`config.mk`:
```
export PLATFORM = sky130hd
export DESIGN_NAME = fifo_wr_arbiter_flat
export DESIGN_NICKNAME = d
export VERILOG_FILES = /design/src/rtl/fifo_wr_arbiter_pkg.sv /design/src/rtl/fifo_wr_arbiter_if.sv /design/src/rtl/fifo_wr_arbiter_rr_pick.sv /design/src/rtl/fifo_wr_arbiter.sv /design/src/flat_wrapper.sv
export SDC_FILE = /design/constraint.sdc
export NUM_CORES = 1
export LEC_CHECK = 0
export ABC_CLOCK_PERIOD_IN_PS = 1900
export CORE_ASPECT_RATIO = 1.5
export CORE_MARGIN = 5
export CORE_UTILIZATION = 28
export CTS_CLUSTER_SIZE = 30
export DETAILED_ROUTE_END_ITERATION = 8
export GPL_ROUTABILITY_DRIVEN = 0
export PLACE_DENSITY = 0.82
export SETUP_SLACK_MARGIN = 0.4
export SLEW_MARGIN = 40
export SYNTH_ARGS = -nofsm -noshare
export SYNTH_HDL_FRONTEND = slang
export SYNTH_HIERARCHICAL = 1
export SYNTH_SLANG_ARGS = --single-unit
export TNS_END_PERCENT = 50
```
`constraint.sdc`:
```
create_clock -name clk -period 1.9 [get_ports clk]
set_input_delay 0.19 -clock clk [delete_from_list [all_inputs] [get_ports clk]]
set_output_delay 0.19 -clock clk [all_outputs]
set_load 0.02 [all_outputs]
```
`src/rtl/fifo_wr_arbiter_pkg.sv`:
```
// Shared types, default parameters and width helper for the FIFO write arbiter.
package fifo_arb_pkg;

    typedef enum logic {
        IDLE = 1'b0,
        OWN  = 1'b1
    } state_t;

    localparam int unsigned N_DEF     = 4;
    localparam int unsigned DW_DEF    = 32;
    localparam int unsigned BURST_DEF = 4;

    // Counter/index width that is never zero: max(1, clog2(x)).
    function automatic int unsigned clog2_min1(input int unsigned x);
        return (x <= 2) ? 1 : $clog2(x);
    endfunction

endpackage

```
`src/rtl/fifo_wr_arbiter_if.sv`:
```
// Producer handshake bundle plus FIFO write port seen by the arbiter.
interface fifo_wr_arbiter_if
    import fifo_arb_pkg::*;
#(
    parameter int unsigned N  = N_DEF,
    parameter int unsigned DW = DW_DEF
);
    localparam int unsigned IW = clog2_min1(N);

    logic [N-1:0]    req_valid;
    logic [N*DW-1:0] req_data;
    logic [N-1:0]    req_ready;
    logic            fifo_full_n;
    logic            fifo_write_en;
    logic [DW-1:0]   fifo_data_in;
    logic            grant_valid;
    logic [IW-1:0]   grant_id;

    // Arbiter side.
    modport master (
        input  req_valid, req_data, fifo_full_n,
        output req_ready, fifo_write_en, fifo_data_in, grant_valid, grant_id
    );

    // Producers / FIFO side.
    modport slave (
        output req_valid, req_data, fifo_full_n,
        input  req_ready, fifo_write_en, fifo_data_in, grant_valid, grant_id
    );

endinterface

```
`src/rtl/fifo_wr_arbiter_rr_pick.sv`:
```
// Combinational round-robin picker: first set bit at or after start, wrapping.
module rr_pick
    import fifo_arb_pkg::*;
#(
    parameter int unsigned N = N_DEF
) (
    input  logic [N-1:0]               req,
    input  logic [clog2_min1(N)-1:0]   start,
    output logic                       found,
    output logic [clog2_min1(N)-1:0]   idx
);
    localparam int unsigned IW = clog2_min1(N);

    int p;

    // Scan offsets from far to near so the nearest set bit wins last.
    always_comb begin
        found = 1'b0;
        idx   = '0;
        p     = 0;
        for (int k = int'(N) - 1; k >= 0; k--) begin
            p = int'(start) + k;
            if (p >= int'(N)) begin
                p = p - int'(N);
            end
            if (req[IW'(p)]) begin
                found = 1'b1;
                idx   = IW'(p);
            end
        end
    end

endmodule

```
`src/rtl/fifo_wr_arbiter.sv`:
```
// Round-robin arbiter sharing one FIFO write port among N producers, with
// grants held for up to BURST beats and one idle cycle between grants.
module fifo_wr_arbiter
    import fifo_arb_pkg::*;
#(
    parameter int unsigned N     = N_DEF,
    parameter int unsigned DW    = DW_DEF,
    parameter int unsigned BURST = BURST_DEF
) (
    input  logic              clk,
    input  logic              rst_n,
    fifo_wr_arbiter_if.master bus
);
    localparam int unsigned    IW        = clog2_min1(N);
    localparam int unsigned    BW        = clog2_min1(BURST);
    localparam logic [BW-1:0]  LAST_BEAT = BW'(BURST - 1);
    localparam logic [IW-1:0]  LAST_IDX  = IW'(N - 1);

    state_t         state, state_nxt;
    logic [IW-1:0]  rr_ptr, rr_ptr_nxt;
    logic [IW-1:0]  owner, owner_nxt;
    logic [BW-1:0]  beat_cnt, beat_cnt_nxt;

    logic           pick_found;
    logic [IW-1:0]  pick_idx;
    logic [IW-1:0]  owner_inc;
    logic [DW-1:0]  slot [N];

    logic [N-1:0]   ready;
    logic           write_en;
    logic [DW-1:0]  data_in;
    logic           gnt_valid;
    logic [IW-1:0]  gnt_id;

    rr_pick #(.N(N)) u_pick (
        .req   (bus.req_valid),
        .start (rr_ptr),
        .found (pick_found),
        .idx   (pick_idx)
    );

    // Unpack the flat producer data bus into per-requester lanes.
    always_comb begin
        for (int i = 0; i < int'(N); i++) begin
            slot[i] = bus.req_data[i*DW +: DW];
        end
    end

    assign owner_inc = (owner == LAST_IDX) ? '0 : owner + IW'(1);

    // State register; reset abandons any burst in progress.
    always_ff @(posedge clk or negedge rst_n) begin
        if (!rst_n) begin
            state    <= IDLE;
            rr_ptr   <= '0;
            owner    <= '0;
            beat_cnt <= '0;
        end else begin
            state    <= state_nxt;
            rr_ptr   <= rr_ptr_nxt;
            owner    <= owner_nxt;
            beat_cnt <= beat_cnt_nxt;
        end
    end

    // Next-state and grant/write outputs.
    always_comb begin
        state_nxt    = state;
        rr_ptr_nxt   = rr_ptr;
        owner_nxt    = owner;
        beat_cnt_nxt = beat_cnt;
        gnt_valid    = 1'b0;
        gnt_id       = '0;
        ready        = '0;
        write_en     = 1'b0;
        data_in      = '0;

        case (state)
            IDLE: begin
                if (pick_found) begin
                    owner_nxt    = pick_idx;
                    beat_cnt_nxt = '0;
                    state_nxt    = OWN;
                end
            end
            OWN: begin
                gnt_valid    = 1'b1;
                gnt_id       = owner;
                ready[owner] = bus.fifo_full_n;
                write_en     = bus.req_valid[owner] & bus.fifo_full_n;
                data_in      = slot[owner];
                if (!bus.req_valid[owner]) begin
                    state_nxt  = IDLE;
                    rr_ptr_nxt = owner_inc;
                end else if (bus.fifo_full_n) begin
                    if (beat_cnt == LAST_BEAT) begin
                        state_nxt  = IDLE;
                        rr_ptr_nxt = owner_inc;
                    end else begin
                        beat_cnt_nxt = beat_cnt + BW'(1);
                    end
                end
            end
            default: begin
                state_nxt = IDLE;
            end
        endcase
    end

    assign bus.req_ready     = ready;
    assign bus.fifo_write_en = write_en;
    assign bus.fifo_data_in  = data_in;
    assign bus.grant_valid   = gnt_valid;
    assign bus.grant_id      = gnt_id;

endmodule

```
`src/flat_wrapper.sv`:
```
// flat-port wrapper written by rule: the top's interface ports become plain ports
module fifo_wr_arbiter_flat import fifo_arb_pkg::*;
#(
    parameter int unsigned N     = N_DEF,
    parameter int unsigned DW    = DW_DEF,
    parameter int unsigned BURST = BURST_DEF
)
  (clk, rst_n, bus_req_valid, bus_req_data, bus_fifo_full_n, bus_req_ready, bus_fifo_write_en, bus_fifo_data_in, bus_grant_valid, bus_grant_id);
  fifo_wr_arbiter_if #(.N(N), .DW(DW)) bus_i ();
  input  logic clk;
  input  logic rst_n;
  input wire logic [$bits(bus_i.req_valid)-1:0] bus_req_valid;
  input wire logic [$bits(bus_i.req_data)-1:0] bus_req_data;
  input wire logic [$bits(bus_i.fifo_full_n)-1:0] bus_fifo_full_n;
  output wire logic [$bits(bus_i.req_ready)-1:0] bus_req_ready;
  output wire logic [$bits(bus_i.fifo_write_en)-1:0] bus_fifo_write_en;
  output wire logic [$bits(bus_i.fifo_data_in)-1:0] bus_fifo_data_in;
  output wire logic [$bits(bus_i.grant_valid)-1:0] bus_grant_valid;
  output wire logic [$bits(bus_i.grant_id)-1:0] bus_grant_id;
  assign bus_i.req_valid = bus_req_valid;
  assign bus_i.req_data = bus_req_data;
  assign bus_i.fifo_full_n = bus_fifo_full_n;
  assign bus_req_ready = bus_i.req_ready;
  assign bus_fifo_write_en = bus_i.fifo_write_en;
  assign bus_fifo_data_in = bus_i.fifo_data_in;
  assign bus_grant_valid = bus_i.grant_valid;
  assign bus_grant_id = bus_i.grant_id;
  fifo_wr_arbiter #(.N(N), .DW(DW), .BURST(BURST)) u_core (.clk(clk), .rst_n(rst_n), .bus(bus_i));
endmodule
```
**Word level (Yosys, flattened, before mapping)**

Index checks and enable logic that the tools add are counted.

- Eq/ne operators: 8
- Add/subtract/negate cells: 9
- Bitwise logic cells: 4
- Reduce and logical (&&, ||, !) cells: 4
- Multiplexer cells: 50
- $lt $le $gt $ge: 11

Operators by type and width:

| operator | count |
|---|---|
| $mux 32 | 3 |
| $bmux 32 s2 | 1 |
| $mux 2 | 17 |
| $mux 1 | 20 |
| $lt 2x4->1 const B | 4 |
| $ge 3x3->1 const B | 4 |
| $bmux 1 s2 | 5 |
| $ne 2x2->1 const B | 5 |
| $sub 2x1->2 const B | 4 |
| $add 2x2->3 const B | 2 |
| $add 2x1->2 const B | 2 |
| $and 4x4->4 | 1 |
| $eq 2x2->1 const B | 2 |
| $mux 4 | 1 |
| $pmux 2 s2 | 1 |
| $reduce_and 4->1 | 1 |
| $add 2x1->3 const B | 1 |
| $ge 2x3->1 const B | 1 |
| $lt 2x3->1 const B | 1 |
| $not 2->3 | 1 |
| $reduce_and 3->1 | 1 |
| $demux 1 s2 | 1 |
| $ge 2x1->1 const B | 1 |
| $ne 2x1->1 const B | 1 |
| other kinds (5) | 5 |

- Bits of input ports: 135
- Output and inout bits: 40
- Word-level logic and storage cells: 90
- Register bits after elaboration: 7

**Depth between registers and ports, before layout**

Gate-level depths: netlist of run 1.

- Depth after elaboration: 12
- Gate-level depth with buffers: 5

**By module**

Netlist of run 1, hierarchy kept.

By module, submodules not included:

| module | instances | sequential area each (um^2) | cells an instance | area an instance (um^2) |
|---|---|---|---|---|
| fifo_wr_arbiter | 1 | 175.2 | 125 | 1,482.7 |
| rr_pick | 1 | 0.0 | 13 | 77.6 |

**Worst setup path before layout of run 1**

No wires, ideal clock.

- Path kind: register to output
- Start point: register u_core.owner[0]
- End point: output bus_fifo_data_in[24]
- Slack: 152 ps
- Stages on the path, launching flop included: 5
- Required time: 1,710 ps
- Buffers on the path: 2
- Arrival time: 1,558 ps
- Path through: dfrtp_1 buf_6 buf_2 mux4_2 and2_1

- Longest elaborated chain between the ends: 5

RTL lines:

| what | RTL line | text |
|---|---|---|
| start: declaration | fifo_wr_arbiter.sv:21 | `logic [IW-1:0] owner, owner_nxt;` |
| start signal: assignment | fifo_wr_arbiter.sv:61 | `owner <= owner_nxt;` |
| $not 2->3 (implied by the code) | fifo_wr_arbiter.sv:91 | `data_in = slot[owner];` |
| $bmux 32 s2 | fifo_wr_arbiter.sv:91 |  |
| $mux 32 (implied by the code) (2 in series) | fifo_wr_arbiter.sv:91 |  |
| $mux 32 | fifo_wr_arbiter.sv:78 | `case (state)` |
| end: declaration | flat_wrapper.sv:17 | `output wire logic [$bits(bus_i.fifo_data_in)-1:0] bus_fifo_data_in;` |

No other way between the ends. The select of a mux whose other input is x is not followed.

**Worst setup path after layout of run 1**

- Start point: register u_core.owner[0]
- End point: output bus_fifo_data_in[12]

The elaborated chain is that of the path after synthesis.

==> results of run 1 <==
[timing repair]
action,CTS,global route
hold endpoints to repair,0,0
gates resized for setup,157,129
buffers inserted,0,8
hold buffers,0,0
setup endpoints to repair,44,43
pin swaps,5,32
[metrics by stage]
stage | worst slack (ps) | hold WS [ps] | total power, mW | utilization [%]
global route | -77.3 | 237 | 5.59 | 71.9
detailed placement | -139 | 474 | 4.32 | 64.9
global placement | -122 | 471 | 4.27 | 64.9
CTS | -150 | 232 | 4.55 | 66.1
finish | -25.4 | 221 | 5.29 | 71.9
floorplan | 312 | -106 | 2.86 | -
[kinds of logic after synthesis]
family	synth area share, %
buffers and inverters	5.05
and+or+nand+nor	21.9
DFF	11.2
AOI/OAI and AO/OA	5.61
adders and majority gates	4.01
muxes	52.2
[state kept, by name, indices dropped and copies added, names as in the netlist]
name,cells
u_core/beat_cnt,2
u_core/state,1
u_core/owner,2
u_core/rr_ptr,2
[power groups by stage]
| stage | Combinational [mW] | Clock (mW) | Sequential, mW |
|---|---|---|---|
| detailed placement | 4.00 | 0 | 0.326 |
| global route | 5.00 | 0.224 | 0.365 |
| finish | 4.74 | 0.208 | 0.345 |
| global placement | 3.95 | 0 | 0.323 |
| floorplan | 2.56 | 0 | 0.296 |
| CTS | 4.01 | 0.212 | 0.327 |
[worst max-delay path, stage by stage (launching register included)]
cell     delay, ps
dfrtp_2        440
buf_12         140
buf_12         130
mux4_2         490
and2_4         170
buf_6          120
[area by class of cell]
type                            instances  area, µm²  area share [%]
Clock buffer                            4       45.0            1.15
Inverter                                4       30.0           0.766
Multi-Input combinational cell        115       1520            38.8
Sequential cell                         7        179            4.57
Tap cell                               70       87.6            2.23
Timing Repair Buffer                  194       2060            52.5
[synthesized netlist by cell type (2+ instances only)]
cell | number | area share [%]
o21ai_0 | 2 | 0.64
and3_1 | 4 | 1.6
buf_2 | 3 | 0.96
nor2b_1 | 2 | 0.80
mux4_2 | 31 | 45
mux2_2 | 3 | 2.2
nand2_1 | 8 | 1.9
ha_1 | 5 | 4.0
mux4_1 | 2 | 3.4
and2_1 | 32 | 13
buf_4 | 2 | 0.96
mux2i_1 | 3 | 1.9
inv_1 | 4 | 0.96
dfrtp_1 | 7 | 11
a21oi_1 | 2 | 0.64
nand2b_1 | 3 | 1.2
clkbuf_1 | 5 | 1.2
nor2_1 | 8 | 1.9
[path summary, 6_finish.rpt]
path                                                      from                             end  slack (ps)  cells past startpoint
worst max-delay path               u_core/owner[0]$_DFFE_PN0P_            bus_fifo_data_in[12]         -30                      5
worst min-delay path                                     rst_n  u_core/beat_cnt[0]$_DFFE_PN0P_         220                      1
worst max register to register     u_core/owner[1]$_DFFE_PN0P_    u_core/rr_ptr[1]$_DFFE_PN0P_         180                      4
worst min register to register  u_core/beat_cnt[0]$_DFFE_PN0P_  u_core/beat_cnt[0]$_DFFE_PN0P_         490                      1
max in group asynchronous                                rst_n          u_core/state$_DFF_PN0_        1420                      1
min in group clk                u_core/beat_cnt[0]$_DFFE_PN0P_  u_core/beat_cnt[0]$_DFFE_PN0P_         490                      1
[layer usage]
layer,vias to the layer above,share of wire (%)
li1,908,-
met3,8,9.6
met4,0,1.2
met1,916,34
met5,-,0
met2,98,55
==> impl_results.md, run 1 <==
- Reg clk slew, reported paths: around 40 ps
- CP arrival: 1740 ps
- Yosys warnings: 6
- Drt wl/cell: approximately 20 µm
- Gr usage total: between 20 and 25%
- Inst Count DP: approximately 380
- Final WL: a little under 8000 µm
- CTS sink cnt: 7
- Vias in the first global route: 2,075
- Max_cap viols: 0
- Tcrit/Tclk final: 101%
- Seq/Total Area, Yosys: 11.2%
- Commonest cells after routing, fill and taps aside: clkdlybuf4s50_1, buf_6, mux4_2
- Global-route wire length before repair: around 11,000 µm
- Iter 0 DRT Violations: 44
- Internal power: 3.20 mW
- Clock power share: 3.9%
- Worst-Skew Late Latency: 230 ps
- Root Buffer: clkbuf_8
- Antenna Cells: 0
- Cts bufs inserted: 3
- CTS max path bufs: 2
- Post-route setup TNS: -57.5 ps
- Hold Path Class: in -> async
- Sw power: 2.10 mW
- Hold Violations, Final: 0
- Met2 Use GR: 39.0%
- P&R area growth vs syn: 151%
- Power per cell area: 1350 mW/mm²
- Post-Place Cell Area: 0.00354 mm²
- Vias/cell: around 4.9
- Synth unique cells: 30
- Antenna viol nets, final: 0
- Total number of vias: 1,930
- Maximum VDD drop: 0.00111 V
- I/O Buffers: 174
- Sw frac: between 30 and 40%
- Seq pwr share: ~6.5%
- Max-slew violation count: 0
- Pin count of the biggest net entering global routing: 34
- GRT overflow: 0
- Worst Setup Path Type: reg -> out
- Final non-filler cell area: 0.00392 mm²
- I/O pin cnt: 175
- Slew HR: between 70% and 80%
- Most common library cell in the layout ignoring fill and taps: clkdlybuf4s50_1
- CP Launch Type: register
- Crit-path max FO: 8
- Die area: around 0.0072 mm²
- Clock skew: 5.58 ps
- Core Area: roughly 0.0055 mm²
- P_leak: 1.57 nW
- EDFF count, synth: 0
- Mapped Nets: 278
- Fmax: 0.519 GHz
- Measured slew at the worst slew-check pin: 326 ps
- Gate Count Post-Synth: ~140
- Site row count: 33
- Crit path capture type: output pin
- Die W: about 71 µm
- Final setup viols: 8
- Status: finished with violations
- DRT Pass-1 Iters: 4
- Fraction of registers with async set/reset: 100%
- Nets: 465
- H-tree lvl count: 1
- Residual DRC count: 0
- GR Util met3: 7.35%
- Gr busiest metal: met2
- CTS tree: yes
- Share of cells above drive strength 1: 45.7%
- Syn Std Cell Area: 0.00156 mm²
- Fillers: 389
- Logic pwr share: between 80 and 90%
- Layout Cells excl Fill: approximately 390
- Minimum clock period: around 1900 ps
- DP HPWL: 6600 µm
- Met1 Resource Use GR: 22.0%
- Avg Cell Area, Syn: 11.3 µm²
- Primary FF master, synth: dfrtp_1
- Yosys reg bits: 7
- Failing checks: negative setup slack
- Die H: 101 µm
- RSZ-0062 raised after global routing: true
- Setup WS post-layout: -25.4 ps
- Worst EP required: 1710 ps
- Antenna violations before repair: 0
- Initial Utilization: 28.6%
No activity file was read; power rests on OpenSTA's default activity.
==> inputs of run 2 (changes only) <==
- ABC_CLOCK_PERIOD_IN_PS: 1900 -> default
- TNS_END_PERCENT: 50 -> 20
==> impl_results.md, run 2 (synthesis results as in run 1) <==
- Worst-Skew Late Latency: 230 ps
- Nets: 464
- Antenna Cells: 0
- Worst Setup Path Type: reg -> out
- Minimum clock period: 1930 ps
- Vias in the first global route: 2,059
- GRT overflow: 0
- Failing checks: negative setup slack
- CTS sink cnt: 7
- Core Area: 0.00545 mm²
- Hold Buf Count CTS: 0
- Die W: 71.0 µm
- CP Launch Type: register
- CTS max path bufs: 2
- CTS tree: yes
- Critical path startpoint: u_core/owner[0]$_DFFE_PN0P_
- Largest regs: u_core/beat_cnt: 2 flops, u_core/owner: 2 flops, u_core/rr_ptr: 2 flops
- Origin of the critical flop-to-flop path: u_core/owner[1]$_DFFE_PN0P_
- DRT Pass-1 Iters: 4
- Drt wl/cell: 20.4 µm
- Site row count: 33
- RSZ-0062 raised after global routing: true
- I/O pin cnt: 175
- Fmax: 0.518 GHz
- Final non-filler cell area: 0.00392 mm²
- Tcrit/Tclk final: 102%
- Setup WS post-layout: -29.4 ps
- Die H: 101 µm
- Cts bufs inserted: 3
- Slew HR: 78.2%
- Max-slew violation count: 0
- Final setup viols: 10
- Total number of vias: 1,948
- Commonest cells after routing, fill and taps aside: clkdlybuf4s50_1, buf_6, mux4_2
- DP HPWL: 6600 µm
- Share of cells above drive strength 1: a little under half
- Power per cell area: ~1400 mW/mm²
- Total power: roughly 5.3 mW
- Final WL: between 8000 and 9000 µm
- CP arrival: 1740 ps
- Max_cap viols: 0
- H-tree lvl count: 1
- Post-Place Cell Area: 0.00354 mm²
- Die area: 0.00720 mm²
- Global-route wire length before repair: 11,500 µm
- Hold WS: 222 ps
- Measured slew at the worst slew-check pin: 326 ps
- Worst EP required: between 1500 and 2000 ps
- Hold Violations, Final: 0
- Iter 0 DRT Violations: 66
- P_leak: 1.57 nW
- Maximum VDD drop: about 0.0011 V
- Root Buffer: clkbuf_8
- Pin count of the biggest net entering global routing: 34
- I/O Buffers: 174
- Residual DRC count: 0
- Status: finished with violations
- Vias/cell: approximately 5
- Initial Utilization: 28.6%
- Hold Path Class: in -> async
- P&R area growth vs syn: 151%
- Gr usage total: 20.5%
- Crit-path max FO: 5
- Clock skew: 5.96 ps
- Reg clk slew, reported paths: ~40 ps
- Most common library cell in the layout ignoring fill and taps: clkdlybuf4s50_1
- Antenna violations before repair: 0
- Crit path capture type: output pin
- Antenna viol nets, final: 0
==> run 2: cell count changes in the layout (fill, tap and decap cells not counted) <==
cell,before,now
clkbuf_16,0,1
clkbuf_2,0,1
buf_4,6,4
buf_6,41,40
==> run 2: worst paths after layout <==
check	endpoint	slack [ps]	cells after the start
max	bus_fifo_data_in[25]	-30	5
min reg2reg	u_core/beat_cnt[0]$_DFFE_PN0P_	490	1
min in group clk	u_core/beat_cnt[0]$_DFFE_PN0P_	490	1
min	u_core/beat_cnt[0]$_DFFE_PN0P_	220	1
max in group asynchronous	u_core/state$_DFF_PN0_	1410	1
max reg2reg	u_core/rr_ptr[1]$_DFFE_PN0P_	180	4
==> run 2: cell type report <==
cell class / instances / area, µm²
clock buffer: 4 / 45.0
fill: 391 / 1530
inverter: 4 / 30.0
multi-input combinational: 115 / 1520
sequential: 7 / 179
tap: 70 / 87.6
timing repair buffer: 193 / 2060
==> run 2: through the flow <==
step | worst slack (ps) | TNS [ps] | utilization [%] | instances
2_1_floorplan | 312 | 0 | - | 138
3_3_place_gp | -122 | -2870 | 64.9 | 382
3_5_place_dp | -139 | -3380 | 64.9 | 382
4_1_cts | -150 | -1930 | 66.1 | 386
5_1_grt | -79.6 | -1160 | 72.0 | 393
6_report | -29.4 | -186 | 72.0 | 393
==> run 2: worst max-delay path: stages (launching register included) <==
cell	delay [ps]
dfrtp_2	440
buf_12	150
clkbuf_16	140
mux4_2	490
and2_4	160
buf_6	120
==> run 2: timing repair <==
action | in CTS | in global routing
cloned | 0 | 1
buffers inserted | 0 | 6
setup endpoints to repair | 44 | 43
resized for setup | 157 | 126
pin swaps | 13 | 23
==> run 2: where the power goes <==
| group | internal, mW | switching [mW] |
|---|---|---|
| logic | 2.83 | 1.92 |
| clock network | 0.145 | 0.0630 |
| registers | 0.227 | 0.118 |
==> run 2: metal layers <==
layer | up-vias | global-route usage, % | routed length [µm]
met5 | - | 0 | 0
li1 | 906 | - | -
met3 | 6 | 7.05 | 739
met1 | 934 | 22.4 | 2710
met2 | 102 | 39.0 | 4470
met4 | 0 | 2.89 | 78
==> inputs of run 3 (changes only) <==
- PLACE_DENSITY: 0.82 -> 0.84
==> impl_results.md, run 3 (synthesis results as in run 1) <==
- CTS sink cnt: 7
- Commonest cells after routing, fill and taps aside: clkdlybuf4s50_1, buf_6, mux4_2
- Hold Violations, Final: 0
- Origin of the critical flop-to-flop path: u_core/owner[1]$_DFFE_PN0P_
- Root Buffer: clkbuf_8
- Measured slew at the worst slew-check pin: 349 ps
- Core Area: 0.00545 mm²
- Crit path capture type: output pin
- Sw frac: 39.3%
- Internal power: 3.17 mW
- Cts bufs inserted: 3
- Final WL: 7920 µm
- Initial Utilization: 28.6%
- Site row count: 33
- Max-slew violation count: 0
- Fmax: 0.513 GHz
- Final non-filler cell area: 0.00388 mm²
- I/O pin cnt: 175
- CP dominant cell by count: buf_6
- Fillers: 387
- Vias/cell: around 4.9
- Minimum clock period: roughly 1900 ps
- Nets: around 470
- Die H: 101 µm
- RSZ-0062 raised after global routing: true
- Drt wl/cell: ~20 µm
- Seq pwr share: 6.7%
- Max_cap viols: 0
- Antenna violations before repair: 0
- Crit-path max FO: 6
- CP arrival: between 1500 and 2000 ps
- Post-Place Cell Area: 0.00358 mm²
- CP Launch Type: register
- Pin count of the biggest net entering global routing: 29
- Clock skew: 2.17 ps
- Worst reg2reg setup slack: 140 ps
- Total number of vias: 1,928
- Status: finished with violations
- CP Cell Sequence: buf_6 -> buf_12 -> mux4_2 -> and2_4 -> buf_6
- Die area: 0.00720 mm²
- Final setup viols: 13
- Vias in the first global route: around 2,000
- H-tree lvl count: 1
- Power per cell area: 1350 mW/mm²
- Failing checks: negative setup slack
- DP HPWL: slightly below 7000 µm
- Share of cells above drive strength 1: 44.0%
- Register area: 178 µm²
- Setup WS post-layout: -49.3 ps
- CTS max path bufs: 2
- GRT overflow: 0
- Sw power: 2.05 mW
- Largest regs: u_core/beat_cnt: 2 flops, u_core/owner: 2 flops, u_core/rr_ptr: 2 flops
- Antenna viol nets, final: 0
- Hold Buf Count CTS: 0
- Clock power share: 3.9%
- Most common library cell in the layout ignoring fill and taps: clkdlybuf4s50_1
- Maximum VDD drop: 0.000972 V
- Global-route wire length before repair: 11,700 µm
- Worst-Skew Late Latency: 230 ps
- CTS tree: yes
- R2R Path End: u_core/rr_ptr[1]$_DFFE_PN0P_
- CP max-delay cell: mux4_2
- P&R area growth vs syn: 149%
- Worst Setup Path Type: reg -> out
- Residual DRC count: 0
- Slew HR: between 70% and 80%
- P_leak: 1.57 nW
- Die W: 71.0 µm
- Worst EP required: 1710 ps
- Iter 0 DRT Violations: 60
- Reg clk slew, reported paths: 40 ps
- Area of the multi-input gates: between 0.001 and 0.0015 mm²
- Hold WS: 227 ps
- Worst r2r path cells: 4
- Tcrit/Tclk final: 103%
- DRT Pass-1 Iters: 4
- I/O Buffers: 174
- Largest stage delay, worst path: ~500 ps
- Antenna Cells: 0
- Logic pwr share: 89.4%
- Gr usage total: 21.3%
- Post-route setup TNS: -219 ps
- Hold Path Class: in -> async
[run 3: cell count changes in the layout (fill, tap and decap cells not counted), sizes merged]
cell      delta
clkbuf       -2
clkinvlp     +1
clkinv       +1
buf          +4
inv          -2
[run 3: worst max path at each step]
stage,to,cells past startpoint,from
floorplan,u_core/rr_ptr[1]$_DFFE_PN0P_,4,u_core/owner[1]$_DFFE_PN0P_
global placement,bus_fifo_data_in[14],4,u_core/owner[0]$_DFFE_PN0P_
detailed placement,bus_fifo_data_in[12],4,u_core/owner[0]$_DFFE_PN0P_
CTS,bus_fifo_data_in[15],5,u_core/owner[0]$_DFFE_PN0P_
global route,bus_fifo_data_in[12],5,u_core/owner[0]$_DFFE_PN0P_
finish,bus_fifo_data_in[12],5,u_core/owner[0]$_DFFE_PN0P_
[run 3: stage by stage]
step           setup WS, ps  power, mW  util [%]  cells
2_1_floorplan           312       2.86         -    138
3_3_place_gp           -198       4.37      65.7    384
3_5_place_dp           -202       4.43      65.7    384
4_1_cts               -36.2       5.13      69.8    395
5_1_grt               -92.5       5.51      71.1    395
6_report              -49.3       5.22      71.1    395
[run 3: layer usage]
layer / vias to the layer above / global-route usage, % / wire [µm]
met4: 0 / 6.22 / 256
met1: 899 / 23.1 / 2660
li1: 912 / - / -
met3: 18 / 5.66 / 618
met5: - / 0 / 0
met2: 99 / 40.0 / 4390
[run 3: layout make-up]
class                           instances  share of cell area, %
Tap cell                               70                   2.26
Sequential cell                         7                   4.58
Multi-Input combinational cell        115                   37.8
Inverter                                4                  0.871
Timing Repair Buffer                  195                   53.4
Clock buffer                            4                   1.16
[run 3: timing repair]
action                     4_1_cts  5_1_grt
gates cloned                     2        0
gates resized for setup        246       21
buffers inserted                 5        0
setup endpoints to repair       44       44
pin swaps                       30        8
[run 3: worst max-delay path, delay by kind of cell, from the launching register on]
| family | cells | cell delay, ps |
|---|---|---|
| buffers and inverters | 3 | 400 |
| AND/OR/NAND/NOR | 1 | 160 |
| multiplexers | 1 | 510 |
| flip-flops | 1 | 460 |
[run 3: power by group through the flow]
stage          Sequential [mW]  Combinational [mW]  Clock [mW]
2_1_floorplan            0.296                2.56           0
3_3_place_gp             0.344                4.03           0
3_5_place_dp             0.350                4.08           0
4_1_cts                  0.340                4.58       0.211
5_1_grt                  0.367                4.92       0.224
6_report                 0.350                4.66       0.204
